[config.mk]
export PLATFORM = sky130hd
export DESIGN_NAME = flopskid
export DESIGN_NICKNAME = d
export VERILOG_FILES = /design/src/rtl/flopskid.sv
export SDC_FILE = /design/constraint.sdc
export NUM_CORES = 1
export LEC_CHECK = 0
export BUFFER_PORTS_ARGS = -buffer_cell sky130_fd_sc_hd__buf_2
export CAP_MARGIN = 30
export CORE_MARGIN = 8
export CORE_UTILIZATION = 45
export CTS_CLUSTER_DIAMETER = 40
export DETAILED_ROUTE_END_ITERATION = 7
export GPL_TIMING_DRIVEN = 1
export PLACE_DENSITY = 0.69
export SYNTH_ARGS = -nofsm -noshare
export SYNTH_HDL_FRONTEND = slang
export SYNTH_SLANG_ARGS = --single-unit
[constraint.sdc]
create_clock -name clk -period 1.75 [get_ports clk]
set_input_delay 0.175 -clock clk [delete_from_list [all_inputs] [get_ports clk]]
set_output_delay 0.175 -clock clk [all_outputs]
set_load 0.02 [all_outputs]
[src/rtl/flopskid.sv]
// flopskid: two-entry ready/valid register slice (skid buffer).
// Both the forward path (OutValid/OutData) and the backward path (InReady)
// come straight from flops, so no input reaches an output combinationally.
// The skid entry catches the one word already in flight when the consumer
// stalls, which keeps full throughput with a registered ready.
module flopskid #(
  parameter int WIDTH = 8
) (
  input  logic             clk,
  input  logic             reset,
  input  logic             FlushS,
  input  logic             InValid,
  output logic             InReady,
  input  logic [WIDTH-1:0] InData,
  output logic             OutValid,
  input  logic             OutReady,
  output logic [WIDTH-1:0] OutData,
  output logic [1:0]       Count
);

  // State encoding equals the number of held entries, so Count is the state.
  localparam logic [1:0] EMPTY = 2'd0;
  localparam logic [1:0] ONE   = 2'd1;
  localparam logic [1:0] TWO   = 2'd2;

  logic [1:0]       state_q;
  logic [1:0]       state_d;
  logic [WIDTH-1:0] main_q;
  logic [WIDTH-1:0] skid_q;
  logic             in_fire;
  logic             out_fire;

  // Handshakes use the registered flags, never the next-state logic.
  assign in_fire  = InValid & InReady;
  assign out_fire = OutValid & OutReady;
  assign OutData  = main_q;

  // Next occupancy; flush overrides any handshake in the same cycle.
  always_comb begin
    state_d = state_q;
    if (FlushS) begin
      state_d = EMPTY;
    end else begin
      case (state_q)
        EMPTY: if (in_fire) state_d = ONE;
        ONE: begin
          if (in_fire && !out_fire)      state_d = TWO;
          else if (!in_fire && out_fire) state_d = EMPTY;
        end
        TWO:     if (out_fire) state_d = ONE;
        default: state_d = EMPTY;
      endcase
    end
  end

  // State and output flags are registered from the next state so that
  // InReady/OutValid/Count are pure flop outputs.
  always_ff @(posedge clk or posedge reset) begin
    if (reset) begin
      state_q  <= EMPTY;
      OutValid <= 1'b0;
      InReady  <= 1'b1;
      Count    <= 2'd0;
    end else begin
      state_q  <= state_d;
      OutValid <= (state_d != EMPTY);
      InReady  <= (state_d != TWO);
      Count    <= state_d;
    end
  end

  // Data movement: load head, park in skid, or promote skid to head.
  // A flush leaves the data registers untouched; only the occupancy clears.
  always_ff @(posedge clk or posedge reset) begin
    if (reset) begin
      main_q <= '0;
      skid_q <= '0;
    end else if (!FlushS) begin
      case (state_q)
        EMPTY: if (in_fire) main_q <= InData;
        ONE: begin
          if (in_fire) begin
            if (out_fire) main_q <= InData;
            else          skid_q <= InData;
          end
        end
        TWO:     if (out_fire) main_q <= skid_q;
        default: ;
      endcase
    end
  end

endmodule

==> results.sh <==
export IMPL_synth_compound_area_share_pct=22.6
export IMPL_first_pass_iters=4
export IMPL_ant_nets=0
export IMPL_synth_area_per_cell_um2=12.5
export IMPL_regArea_um2=502
export IMPL_clock_path_buffers=2
export IMPL_fillers=225
export IMPL_final_setup_tns_ps=0
export IMPL_die_area_mm2=0.00402
export IMPL_status="finished clean"
export IMPL_worstHoldPathType="primary input to flip-flop"
export IMPL_diodes=0
export IMPL_grt_remaining_overflow=0
export IMPL_synth_xor_area_share_pct=1.73
export IMPL_place_detailed_hpwl_mm=1.61
export IMPL_path_cells="xor2_1 > a221oi_4 > o22a_1"
export IMPL_p_leak_uw=0.000530
export IMPL_netlist_top_cells_area="dfrtp_1 47%, mux2_2 8.9%, o22a_2 6.9%, a22oi_1 4.4%, nor2_1 4.4%"
export IMPL_coreArea_mm2=0.00217
export IMPL_insertion_delay_ps=300
export IMPL_synth_nets=94
export IMPL_crit_path_top_delay_cell="dfrtp_1"
export IMPL_seq_area_frac_synth_pct=49.6
export IMPL_numCtsBuffers=3
export IMPL_grt_max_degree=21
export IMPL_clk_pin_slew_ps=110
export IMPL_synth_top_family_by_area="compound AO/OA/AOI/OAI gates"
export IMPL_setup_viol=0
export IMPL_muxShareOfSynthArea_pct=8.90
export IMPL_synth_top_cell_area_share_pct=47.0
export IMPL_drt_vias_per_instance=5.33
export IMPL_timing_fmax_mhz=667
export IMPL_cp_num_buf_inv=0
export IMPL_drv_cap=0
export IMPL_synth_async_sr_flop_share_pct=100
export IMPL_max_stage_delay_ps=510
export IMPL_maxSlewHeadroom_pct=49.7
export IMPL_drive_gt1_share_pct=49.1
export IMPL_rows=17
export IMPL_max_vdd_ir_drop_mv=0.781
export IMPL_rsz0062_at_grt="false"
export IMPL_fin_nets=124
export IMPL_routed_wl_mm=2.13
export IMPL_vias=736
export IMPL_ioPinCount=25
export IMPL_cp_end_kind="flip-flop"
export IMPL_hold_start="InData[0]"
export IMPL_gp_congestion=0.698
export IMPL_required_ps=2000
export IMPL_worstSetupPathType="flip-flop to flip-flop"
export IMPL_multi_input_area_um2=465
export IMPL_yosys_area_share_simple_pct=12.7
export IMPL_cts_resized=0
export IMPL_yosysWarningCount=0
export IMPL_synth_edf_count=0
export IMPL_layout_min_cycle_time_ps=1500
export IMPL_globalRouteTotalUtil_pct=11.5
export IMPL_yosys_area_top_type="dfrtp_1"
export IMPL_syn_inst=81
export IMPL_crit_fanout=9
export IMPL_postCtsHoldBufs=1
export IMPL_post_cts_buffers=0
export IMPL_slew_violations=0
export IMPL_postPlaceCellArea_mm2=0.00116
export IMPL_antenna_found_initial=0
export IMPL_h_tree_depth=1
export IMPL_drc=0
export IMPL_ys_flop_type="dfrtp_1"
export IMPL_final_area_mm2=0.00119
export IMPL_finalCritPeriodShare_pct=85.7
export IMPL_wire_per_inst_um=15.4
export IMPL_crit_arrival_ps=1750
export IMPL_cts_root_buf="clkbuf_4"
export IMPL_synthToLayoutAreaGrowth_pct=17.8
export IMPL_clock_skew_ps=2.25
export IMPL_rr_startpoint="state_q[1]"
export IMPL_critPathLaunch="state_q[1]"
export IMPL_floorplan_initialDensity_pct=46.7
export IMPL_initialDrtViolationCount=19
export IMPL_cpLargestDelayFamily="compound AO/OA/AOI/OAI gates"
export IMPL_synthDistinctLibCells=27
export IMPL_syn_area_mm2=0.00101
export IMPL_yosys_top_cells_count="19 x dfrtp_1, 12 x nor2_1, 8 x mux2_2, 7 x o22a_2, 6 x a22oi_1"
export IMPL_synth_most_common_cell="dfrtp_1"
export IMPL_grt_pass1_wl_mm=3.73
export IMPL_cp_start_kind="flip-flop"
export IMPL_synth_fa_ha_area_share_pct=0
export IMPL_grt_pass1_vias=804
export IMPL_port_buffers=24
export IMPL_cts_tree="yes"
export IMPL_cts_sinks=20
export IMPL_ys_seq_elements=20
export IMPL_die_y_um=63.4
export IMPL_worst_pin_slew_ps=754
export IMPL_die_x_um=63.4
export IMPL_final_hold_violation_count=0
export IMPL_p_per_area_mw_per_mm2=1290
worst paths after layout:
kind	to	slack, ps	depth (start not counted)
setup reg to reg	OutData[6]	250	3
hold reg to reg	OutData[1]	520	1
setup / recovery	OutData[6]	250	3
max in group asynchronous	skid_q[1]	750	3
min in group asynchronous	OutData[7]	530	3
hold / removal	skid_q[0]	110	2
state kept, by name, summed over array words and instances, names as in the netlist:
register and flops:
InReady 1, OutData 8, OutValid 1, skid_q 8, state_q 2
metrics by stage:
| step | cells | total power (uW) | utilization [%] | hold WS [ps] | setup WS (ps) |
|---|---|---|---|---|---|
| global route | 138 | 1650 | 55.0 | 108 | 142 |
| finish | 138 | 1540 | 55.0 | 109 | 250 |
| detailed placement | 133 | 1330 | 53.3 | 347 | 271 |
| floorplan | 81 | 1160 | - | 138 | 310 |
| global placement | 133 | 1310 | 53.3 | 355 | 319 |
| CTS | 138 | 1570 | 55.0 | 93.7 | 258 |
cells in the final DEF, fill, tap and decap left out, types with 2 or more instances in the layout:
master    instances
nor2_1           12
a21boi_0          2
o32a_1            2
buf_2            24
a21oi_1           2
a22oi_1           6
o22a_2            7
dfrtp_1          19
mux2_2            8
nand2_1           3
clkbuf_4          3
buf_4             4
power breakdown:
part | switching [uW] | total [uW] | internal (uW)
sequential | 102 | 738 | 636
combinational | 286 | 570 | 284
clock | 144 | 233 | 89.0
total | 532 | 1540 | 1010
cell type report:
class	instances	area share, %
Clock buffer	4	2.20
Tap cell	28	2.94
Sequential cell	20	42.1
Inverter	1	0.315
Multi-Input combinational cell	56	39.0
Timing Repair Buffer	29	13.4
worst register-to-register path, delay by kind of cell, from the launching register on:
family	cells	cell delay (ps)
DFF	1	510
xor gates and xnor gates	1	250
AOI/OAI and AO/OA	2	690
cells by family (layout without fill, tap and decap cells):
group	Yosys count	in the layout
and+or+nand+nor	21	21
buffers and inverters	5	34
muxes	8	8
xor gates and xnor gates	2	2
AOI/OAI and AO/OA	25	25
DFF	20	20
per-layer routing:
| metal | GRT usage [%] | routed length (um) | vias up | part of all wire, % |
|---|---|---|---|---|
| met5 | 0 | 0 | - | 0 |
| met4 | 6.69 | 44 | 0 | 2.1 |
| met3 | 2.47 | 96 | 5 | 4.5 |
| met2 | 19.1 | 1010 | 18 | 48 |
| met1 | 13.1 | 972 | 354 | 46 |
| li1 | - | - | 359 | - |
Power figures use the tool's default switching activity.
